===== config.mk =====
export PLATFORM = sky130hd
export DESIGN_NAME = pwm_voice
export DESIGN_NICKNAME = d
export VERILOG_FILES = /design/src/rtl/pwm_voice_pkg.sv /design/src/rtl/pwm_duty_counter.sv /design/src/rtl/pwm_voice.sv
export SDC_FILE = /design/constraint.sdc
export NUM_CORES = 1
export LEC_CHECK = 0
export CAP_MARGIN = 20
export CORE_ASPECT_RATIO = 1.5
export CORE_UTILIZATION = 35
export DETAILED_ROUTE_END_ITERATION = 16
export SLEW_MARGIN = 10
export SYNTH_ARGS = -nofsm -noshare
export SYNTH_HDL_FRONTEND = slang
export SYNTH_SLANG_ARGS = --single-unit

===== constraint.sdc =====
create_clock -name i_clk -period 11.9 [get_ports i_clk]
set_clock_uncertainty 0.05 [all_clocks]
set_input_delay 2.38 -clock i_clk [delete_from_list [all_inputs] [get_ports i_clk]]
set_output_delay 2.38 -clock i_clk [all_outputs]
set_load 0.01 [all_outputs]

===== src/rtl/pwm_voice_pkg.sv =====
// Shared definitions for the PWM voice: waveform encodings, parameter defaults
// and the phase-to-sample shaper.
package pwm_voice_pkg;

    typedef enum logic [1:0] {
        WAVE_SQUARE = 2'b00,
        WAVE_SAW    = 2'b01,
        WAVE_TRI    = 2'b10,
        WAVE_PULSE  = 2'b11
    } wave_t;

    localparam logic [7:0]  TOP_RESET_DEFAULT = 8'd255;
    localparam int unsigned ENV_SHIFT_DEFAULT = 5;

    function automatic logic [7:0] shape_sample(input logic [31:0] ph, input wave_t sel);
        logic [7:0] s;
        s = '0;
        unique case (sel)
            WAVE_SQUARE: s = ph[31] ? 8'hFF : 8'h00;
            WAVE_SAW:    s = ph[31:24];
            WAVE_TRI:    s = ph[31] ? ~ph[30:23] : ph[30:23];
            WAVE_PULSE:  s = (ph[31:29] == 3'b000) ? 8'hFF : 8'h00;
        endcase
        return s;
    endfunction

endpackage


===== src/rtl/pwm_duty_counter.sv =====
// PWM period counter with double-buffered top and duty; both change only at
// the wrap edge so the audio output never glitches mid-period.
module pwm_duty_counter
    import pwm_voice_pkg::*;
#(
    parameter logic [7:0] TOP_RESET = TOP_RESET_DEFAULT
) (
    input  logic        i_clk,
    input  logic        i_rst_n,
    input  logic [7:0]  i_top,
    input  logic        i_top_valid,
    input  logic [16:0] i_scaled,
    output logic        o_pwm,
    output logic        o_period_start
);

    logic [7:0] count;
    logic [7:0] top_active;
    logic [7:0] top_pending;
    logic [8:0] compare;

    logic       wrap;
    logic [7:0] new_top;
    logic [8:0] top_plus_one;
    logic [8:0] clamped;

    // A valid arriving on the wrap edge bypasses the pending register.
    always_comb begin
        wrap         = (count == top_active);
        new_top      = i_top_valid ? i_top : top_pending;
        top_plus_one = {1'b0, new_top} + 9'd1;
        clamped      = (i_scaled > 17'(top_plus_one)) ? top_plus_one : i_scaled[8:0];
    end

    always_ff @(posedge i_clk or negedge i_rst_n) begin
        if (!i_rst_n) begin
            count          <= '0;
            top_active     <= TOP_RESET;
            top_pending    <= TOP_RESET;
            compare        <= '0;
            o_pwm          <= 1'b0;
            o_period_start <= 1'b0;
        end else begin
            if (i_top_valid)
                top_pending <= i_top;
            if (wrap) begin
                count      <= '0;
                top_active <= new_top;
                compare    <= clamped;
            end else begin
                count <= count + 8'd1;
            end
            o_pwm          <= ({1'b0, count} < compare);
            o_period_start <= wrap;
        end
    end

endmodule


===== src/rtl/pwm_voice.sv =====
// Single PWM audio voice: DDS phase accumulator, waveform shaper and envelope
// scaler feeding a double-buffered PWM duty counter.
module pwm_voice
    import pwm_voice_pkg::*;
#(
    parameter logic [7:0]  TOP_RESET = TOP_RESET_DEFAULT,
    parameter int unsigned ENV_SHIFT = ENV_SHIFT_DEFAULT
) (
    input  logic        i_clk,
    input  logic        i_rst_n,
    input  logic [7:0]  i_top,
    input  logic        i_top_valid,
    input  logic [31:0] i_phase_delta,
    input  logic [8:0]  i_envelope,
    input  logic [1:0]  i_wave_sel,
    output logic        o_pwm,
    output logic        o_period_start
);

    logic [31:0] phase;
    logic [7:0]  sample;
    logic [16:0] scaled;
    logic [16:0] product;
    logic        rest;

    // Full 17-bit product is kept; the clamp downstream handles overrange.
    always_comb begin
        rest    = (i_phase_delta == '0);
        product = 17'(sample) * 17'(i_envelope);
    end

    always_ff @(posedge i_clk or negedge i_rst_n) begin
        if (!i_rst_n) begin
            phase  <= '0;
            sample <= '0;
            scaled <= '0;
        end else begin
            if (!rest)
                phase <= phase + i_phase_delta;
            sample <= rest ? '0 : shape_sample(phase, wave_t'(i_wave_sel));
            scaled <= product >> ENV_SHIFT;
        end
    end

    pwm_duty_counter #(
        .TOP_RESET (TOP_RESET)
    ) u_duty (
        .i_clk          (i_clk),
        .i_rst_n        (i_rst_n),
        .i_top          (i_top),
        .i_top_valid    (i_top_valid),
        .i_scaled       (scaled),
        .o_pwm          (o_pwm),
        .o_period_start (o_period_start)
    );

endmodule


=== After elaboration in Yosys (flattened, before gate mapping) ===
Cells that the tools add are included.

* Logic and storage cells: 31
* Register bits: 87
* Input bits: 54
* Output and inout bits: 2

* Multiplexer cells: 8
* Order comparisons: 2
* Bitwise operators: 1
* Reduce and logical (&&, ||, !) cells: 3
* Multipliers: 1
* Add/subtract/negate cells: 3
* Equal/unequal tests: 4

{| class="wikitable"
|+ Operators with widths
! kind !! number
|-
| 2-to-1 mux 8 bit || 6
|-
| adder 32 bit || 1
|-
| zero test 32 bit || 1
|-
| one-hot mux 8 bit (4 select lines) || 1
|-
| multiplier 8 x 9 -> 17 bit || 1
|-
| > comparator 12 x 9 -> 1 bit || 1
|-
| adder 8 x 1 -> 9 bit, second input constant || 1
|-
| < comparator 8 x 9 -> 1 bit || 1
|-
| 2-to-1 mux 9 bit || 1
|-
| adder 8 x 1 -> 8 bit, second input constant || 1
|-
| == test 8 bit || 1
|-
| NOT 8 bit || 1
|-
| == test 2 bit, second input constant || 2
|-
| zero test 3 bit || 1
|-
| == test 2 x 1 -> 1 bit, second input constant || 1
|-
| zero test 2 bit || 1
|}

=== Depth between registers and ports, before layout ===
Gate-level depths: netlist (run 1).

* Depth after elaboration: 4
* Depth in mapped cells: 18
* Gate-level depth less buffers: 18

=== Modules after synthesis ===
From an unflattened synthesis (run 1), not the netlist that was laid out.

* Cells, all modules: 873
* Area, all modules: 8,005.2 sq um

{| class="wikitable"
|+ Modules (own cells, without submodules)
! module !! instances !! area each (sq um) !! seq. area each (sq um) !! cells an instance
|-
| pwm_voice || 1 || 5,871.9 || 1,301.2 || 674
|-
| pwm_duty_counter || 1 || 2,133.3 || 895.9 || 199
|}

=== Worst setup path after synthesis (run 1) ===
OpenSTA, ideal clock, no wires.

* Kind: input to register
* Start: in i_envelope[0]
* End: reg scaled[10]
* Stages on the path: 16
* Data required time: 11.770 ns
* Arrival: 5.996 ns
* Slack: 5.774 ns
* Buffers on the path: 0
* Setup time: 0.080 ns
* Cell sequence: nand2_1 > fa_1 > fa_1 > inv_1 > fa_1 > inv_1 > fa_1 > inv_1 > ha_1 > and3_1 > a21oi_1 > o21ai_2 > a21oi_1 > nand3b_1 > a21oi_1 > xnor2_1

* Word-level cells in the longest chain between the ends: 1

{| class="wikitable"
|+ Ends and longest elaborated chain
! element !! line !! source
|-
| start, declared || pwm_voice.sv:14 || <nowiki>input logic [8:0] i_envelope,</nowiki>
|-
| multiplier 8 x 9 -> 17 bit || pwm_voice.sv:29 || <nowiki>product = 17'(sample) * 17'(i_envelope);</nowiki>
|-
| net product[15] || pwm_voice.sv:23 || <nowiki>logic [16:0] product;</nowiki>
|-
| end signal, assigned || pwm_voice.sv:41 || <nowiki>scaled <= product >> ENV_SHIFT;</nowiki>
|-
| end, declared || pwm_voice.sv:22 || <nowiki>logic [16:0] scaled;</nowiki>
|}

The timed path passes the listed nets, and every way through them passes these cells.
A chain may end at the register's enable or synchronous reset.

=== Worst setup path after layout (run 1) ===
* Start: in i_envelope[1]
* End: reg scaled[10]

The elaborated chain is that of the path after synthesis.

==> impl_metrics.env, run 1 <==
export IMPL_outcome="completed"
export IMPL_synthMuxAreaShare_pct=2.708
export IMPL_drv_cap=0
export IMPL_synth_top_family_by_area="adder cells"
export IMPL_routed_via_count=6358
export IMPL_die_w_microns=125.4
export IMPL_hold_viol=0
export IMPL_holdBufCountCts=0
export IMPL_numCtsBuffers=9
export IMPL_totalPowerFinal_w=0.002866
export IMPL_arrival_ps=6860
export IMPL_startpoint_type="primary input"
export IMPL_dieArea_sq_mm=0.02346
export IMPL_floorplan_initialDensity_pct=35.71
export IMPL_finalSetupViolCount=0
export IMPL_nFillCells=2258
export IMPL_postCtsResizedCells=0
export IMPL_num_rows=67
export IMPL_cpMostUsedCell="fa_1"
export IMPL_setup_worst_path_end="scaled[10]"
export IMPL_synth_warnings=0
export IMPL_drc=0
export IMPL_slew_viol_final=0
export IMPL_power_leakage_nw=4.144
export IMPL_final_cell_area_sq_mm=0.009110
export IMPL_cts_setup_buffers=0
export IMPL_ys_ff_latch=87
export IMPL_htreeDepth=3
export IMPL_drt_iter0_drc=243
export IMPL_cts_tree="yes"
export IMPL_grt_antenna_before_repair=0
export IMPL_routedWlPerCell_microns=14.72
export IMPL_dp_slack_ps=4858
export IMPL_yosysTopAreaCell="dfrtp_1"
export IMPL_yosys_most_used_dff="dfrtp_1"
export IMPL_firstDrtPassIters=6
export IMPL_portBuffers=55
export IMPL_pin_count=56
export IMPL_root_buffer="clkbuf_16"
export IMPL_max_stage_delay_ps=600
export IMPL_cp_max_fo=7
export IMPL_area_delta_synth_final_pct=13.98
export IMPL_synth_compound_area_share_pct=15.45
export IMPL_syn_inst=907
export IMPL_drt_total_wl_mm=18.08
export IMPL_endpoint_kind="flip-flop"
export IMPL_path_cells="clkdlybuf4s50_1, nand2_1, fa_1, fa_1, inv_1, fa_1, inv_1, fa_1, inv_1, ha_1, and3_1, a21oi_1, o21ai_2, a21oi_1, nand3b_1, a21oi_1, xnor2_1"
export IMPL_r2r_cells=16
export IMPL_core_sq_mm=0.02238
export IMPL_synthAdderAreaFrac_pct=23.51
export IMPL_min_period_ps=6639
export IMPL_clk_latency_ps=350
export IMPL_max_clock_freq_mhz=150.6
export IMPL_critPathLaunch="i_envelope[1]"
export IMPL_syn_avg_cell_area_sq_um=8.812
export IMPL_synth_simple_gate_area_share_pct=17.55
export IMPL_grt_pass1_vias=6564
export IMPL_r2r_slack_ps=7310
export IMPL_crit_required_ps=12120
export IMPL_synth_most_common_cell="inv_1"
export IMPL_synthesis_nets=1086
export IMPL_synthesis_area_sq_mm=0.007993
export IMPL_synth_area_top_cells="dfrtp_1 22%, ha_1 13%, fa_1 11%"
export IMPL_synth_top_area_share_pct=22.23
export IMPL_synth_edf_count=0
export IMPL_timing_rr_end="scaled[10]"
export IMPL_place_area_sq_mm=0.008798
export IMPL_hold_class="flip-flop to flip-flop"
export IMPL_relSlewSlack_pct=51.28
export IMPL_ant_nets=0
export IMPL_drive_gt1_share_pct=6.303
export IMPL_clock_sinks=87
export IMPL_grt_overflow=0
export IMPL_fin_ws_ps=5261
export IMPL_cpMaxStageDelayCell="clkdlybuf4s50_1"
export IMPL_postSynth_asyncResetShare_pct=100.0
export IMPL_tightestPinTransition_ps=728.5
export IMPL_power_density_mw_per_mm2=314.6
export IMPL_path_clk_slew_ps=70
export IMPL_grt_use_total_pct=16.34
export IMPL_rsz0062_at_grt="false"
export IMPL_critPathKind="primary input to flip-flop"
export IMPL_grt_max_degree=52
export IMPL_die_h_microns=187.1
export IMPL_gp_congestion=0.9017
export IMPL_dp_hpwl_mm=14.62
export IMPL_synth_commonest_cells="102 x inv_1, 85 x nand2_1, 83 x ha_1, 71 x dfrtp_1, 64 x o21ai_0"
export IMPL_via_per_inst=5.178
export IMPL_nets=1126
export IMPL_r2r_start="sample[6]"
export IMPL_grt_first_pass_wirelength_mm=30.55
export IMPL_synth_xor_area_share_pct=6.904
export IMPL_timing_final_crit_share_pct=55.79
export IMPL_clock_path_buffers=2
export IMPL_final_setup_tns_ps=0
export IMPL_ys_seq_area_share_pct=27.49
export IMPL_peakVddDrop_mv=0.1935
export IMPL_diodes=0
export IMPL_yosysUniqueCellTypes=62
## metal layers
metal  GRT usage [%]  part of all wire, %  routed length [microns]  up-vias
li1                -                    -                        -     3164
met1           15.62                   37                     6657     3060
met2           33.26                   58                    10420      101
met3           2.517                  2.4                      437       33
met4           7.598                  3.1                      560        0
met5               0                    0                        0        -
## state kept, by name, summed over array words and instances (netlist names)
name,count
phase,32
sample,8
scaled,12
u_duty.compare,9
u_duty.count,8
u_duty.o_period_start,1
u_duty.o_pwm,1
u_duty.top_active,8
u_duty.top_pending,8
## power by group
group	internal, W	total, W	switching [W]
Clock	0.000172	0.000306	0.000134
Sequential	0.000424	0.000516	0.0000918
Combinational	0.000916	0.00204	0.00113
## through the flow
stage	hold WS, ps	instances	util [%]
finish	419.8	1228	40.70
global route	434.7	1228	40.70
CTS	426.7	1228	40.70
detailed placement	405.7	1212	39.31
global placement	401.6	1212	39.31
floorplan	387.5	907	-
## cell usage in the layout, fill, tap and decap left out, types with 7 or more instances in the layout
cell type        instances
o21ai_0                 64
dfrtp_1                 71
mux2i_1                 16
and2_1                  51
nand4_1                 20
nand2_1                 85
a21oi_1                 56
dfstp_2                 16
clkdlybuf4s50_1         54
o21bai_1                 8
inv_1                  102
xor2_1                  23
ha_1                    83
and3_1                   7
fa_1                    42
clkbuf_16                9
nor2b_1                 13
a21o_1                  10
nor2_1                  54
xnor2_1                 40
o21ai_1                  7
nor4_1                  13
nand3_1                 14
nor3_1                   9
## critical path, delay by kind of cell
family	cells	cell delay, ps
AOI/OAI and AO/OA	4	700
and+or+nand+nor	3	480
adders and majority gates	5	2420
xor gates and xnor gates	1	140
buffers and inverters	4	740
## worst min path at each step
stage | end | slack [ps] | startpoint | cells after the start
2_1_floorplan | u_duty.o_pwm | 390 | u_duty.compare[8] | 1
3_3_place_gp | u_duty.o_pwm | 400 | u_duty.compare[8] | 1
6_report | u_duty.o_pwm | 420 | u_duty.compare[8] | 1
4_1_cts | u_duty.o_pwm | 430 | u_duty.compare[8] | 1
3_5_place_dp | u_duty.o_pwm | 410 | u_duty.compare[8] | 1
5_1_grt | u_duty.o_pwm | 430 | u_duty.compare[8] | 1
## cell type report
| class | count | area [sq um] | area share [%] |
|---|---|---|---|
| clock buffers | 10 | 239.0 | 2.623 |
| flip-flops and latches | 87 | 2197 | 24.12 |
| repair buffers | 59 | 578.1 | 6.345 |
| multi-input cells | 688 | 5295 | 58.12 |
| inverters | 102 | 382.9 | 4.203 |
| clock inverters | 6 | 72.57 | 0.7966 |
| well taps | 276 | 345.3 | 3.791 |
## kinds of logic after synthesis
logic type,after synthesis
compound gates,196
xor+xnor,63
fa+ha+maj,125
buf+inv,132
flops,87
mux,21
simple gates,283
(Power assumes the default switching activity.)
==> inputs of run 2 (changes only) <==
- clock period: 11.9 -> 6.95 ns (I/O delays scaled with it)
==> run 2 against run 1 <==
  * The run now ends with design-rule violations left
  * Sequential share of layout area shrank 0.066 points
  * Setup slack lost 4000 ps
  * Cell area grew 0.27%
  * Global-route usage grew 0.37 points
  * Core utilization grew 0.11 points
  * Critical endpoint unchanged
==> impl_metrics.env, run 2 (synthesis gave the netlist of run 1 again) <==
export IMPL_power_density_mw_per_mm2=542.5
export IMPL_totalPowerFinal_w=0.004955
export IMPL_switching_share_pct=46.94
export IMPL_floorplan_initialDensity_pct=35.71
export IMPL_cts_tree="yes"
export IMPL_holdBufCountCts=0
export IMPL_rsz0062_at_grt="false"
export IMPL_diodes=0
export IMPL_slew_viol_final=0
export IMPL_hold_viol=0
export IMPL_tightestPinTransition_ps=766.8
export IMPL_cpMaxStageDelayCell="clkdlybuf4s50_1"
export IMPL_dp_hpwl_mm=14.69
export IMPL_cts_setup_buffers=0
export IMPL_die_w_microns=125.4
export IMPL_layout_commonest_cell="inv_1"
export IMPL_drive_gt1_share_pct=6.303
export IMPL_clock_sinks=87
export IMPL_hold_class="flip-flop to flip-flop"
export IMPL_global_route_usage_met2_pct=34.31
export IMPL_routed_via_count=6332
export IMPL_outcome="finished with violations"
export IMPL_max_clock_freq_mhz=176.8
export IMPL_pin_count=56
export IMPL_path_cells="clkdlybuf4s50_1, nand2_1, fa_1, fa_1, inv_1, fa_1, inv_1, fa_1, inv_1, ha_1, and3_1, a21oi_1, o21ai_2, a21oi_1, nand3b_1, a21oi_1, xnor2_1"
export IMPL_postCtsResizedCells=0
export IMPL_finalSetupViolCount=0
export IMPL_ant_nets=0
export IMPL_via_per_inst=5.156
export IMPL_drv_cap=0
export IMPL_arrival_ps=5880
export IMPL_relSlewSlack_pct=48.72
export IMPL_max_stage_delay_ps=600
export IMPL_use_met1_pct=16.12
export IMPL_routedWlPerCell_microns=14.86
export IMPL_endpoint_kind="flip-flop"
export IMPL_grt_antenna_before_repair=0
export IMPL_root_buffer="clkbuf_16"
export IMPL_drt_total_wl_mm=18.25
export IMPL_critPathKind="primary input to flip-flop"
export IMPL_postLayoutCoreUtil_pct=40.81
export IMPL_cp_max_fo=7
export IMPL_gp_congestion=0.8994
export IMPL_dieArea_sq_mm=0.02346
export IMPL_num_rows=67
export IMPL_seqPwrFrac_pct=17.8
export IMPL_r2r_slack_ps=2390
export IMPL_grt_first_pass_wirelength_mm=31.47
export IMPL_grt_busiest_layer="met2"
export IMPL_pwr_share_clk_pct=11.4
export IMPL_use_met3_pct=2.203
export IMPL_grt_use_total_pct=16.72
export IMPL_comb_power_share_pct=70.8
export IMPL_clock_path_buffers=2
export IMPL_power_leakage_nw=4.155
export IMPL_firstDrtPassIters=10
export IMPL_nets=1126
export IMPL_max_flop_register="phase"
export IMPL_peakVddDrop_mv=0.3421
export IMPL_htreeDepth=3
export IMPL_final_setup_tns_ps=0
export IMPL_grt_overflow=0
export IMPL_clk_latency_ps=350
export IMPL_reg_top3="phase (32), scaled (12), u_duty.compare (9)"
export IMPL_grt_max_degree=50
export IMPL_drc=4
export IMPL_timing_final_crit_share_pct=81.39
export IMPL_grt_pass1_vias=6731
export IMPL_cpMostUsedCell="fa_1"
export IMPL_holdWs_ps=422.5
export IMPL_crit_required_ps=7180
export IMPL_power_switching_w=0.002326
export IMPL_core_sq_mm=0.02238
export IMPL_startpoint_type="primary input"
export IMPL_area_delta_synth_final_pct=14.29
export IMPL_final_cell_mix="102 x inv_1, 85 x nand2_1, 83 x ha_1"
export IMPL_numCtsBuffers=9
export IMPL_violations="design-rule violations"
export IMPL_min_period_ps=5657
export IMPL_die_h_microns=187.1
export IMPL_internal_power_w=0.002630
export IMPL_portBuffers=55
export IMPL_largest_reg_flops=32
export IMPL_path_clk_slew_ps=70
export IMPL_drt_iter0_drc=190
==> run 2: cell types whose count changed in the layout (fill, tap and decap cells not counted), sizes merged <==
cell    delta
inv        +1
clkinv     -2
bufinv     +1
==> run 2: layer usage <==
metal | share of wire [%] | routed length (microns)
met2 | 58 | 10640
met1 | 36 | 6615
met3 | 2.6 | 466
met4 | 2.9 | 529
met5 | 0 | 0
==> run 2: cell type report <==
type | instances | area, sq um
flip-flops and latches | 87 | 2197
clock inverters | 6 | 97.59
well taps | 276 | 345.3
clock buffers | 10 | 239.0
inverters | 102 | 382.9
fillers | 2301 | 13250
multi-input cells | 688 | 5295
repair buffers | 59 | 578.1
==> run 2: worst paths after layout <==
kind                                   start         endpoint  cells past startpoint
hold reg to reg            u_duty.compare[8]     u_duty.o_pwm                      1
min in group asynchronous            i_rst_n  u_duty.count[7]                      1
hold / removal             u_duty.compare[8]     u_duty.o_pwm                      1
max in group asynchronous            i_rst_n        sample[4]                      2
setup reg to reg                   sample[6]       scaled[10]                     16
setup / recovery               i_envelope[0]       scaled[10]                     17
==> run 2: through the flow <==
stage               cells  setup WS (ps)  instance area, sq um
detailed placement   1212          909.4                  8798
global route         1228           1033                  9135
finish               1228           1294                  9135
CTS                  1228           1278                  9135
floorplan             907           1814                  7993
global placement     1212          969.4                  8798
==> run 2: critical path: cells and delay by family <==
kind | cells | cell delay, ps
compound gates | 4 | 660
fa+ha+maj | 5 | 2440
simple gates | 3 | 490
xor+xnor | 1 | 130
buf+inv | 4 | 740
==> run 2: power by group through the flow <==
stage / combinational, W / clock, W / sequential (W)
after floorplan: 0.00291 / 0 / 0.000825
after detailed placement: 0.00354 / 0 / 0.000892
final: 0.00351 / 0.000564 / 0.000883
after global routing: 0.00409 / 0.000601 / 0.000905
after CTS: 0.00356 / 0.000583 / 0.000884
after global placement: 0.00347 / 0 / 0.000889
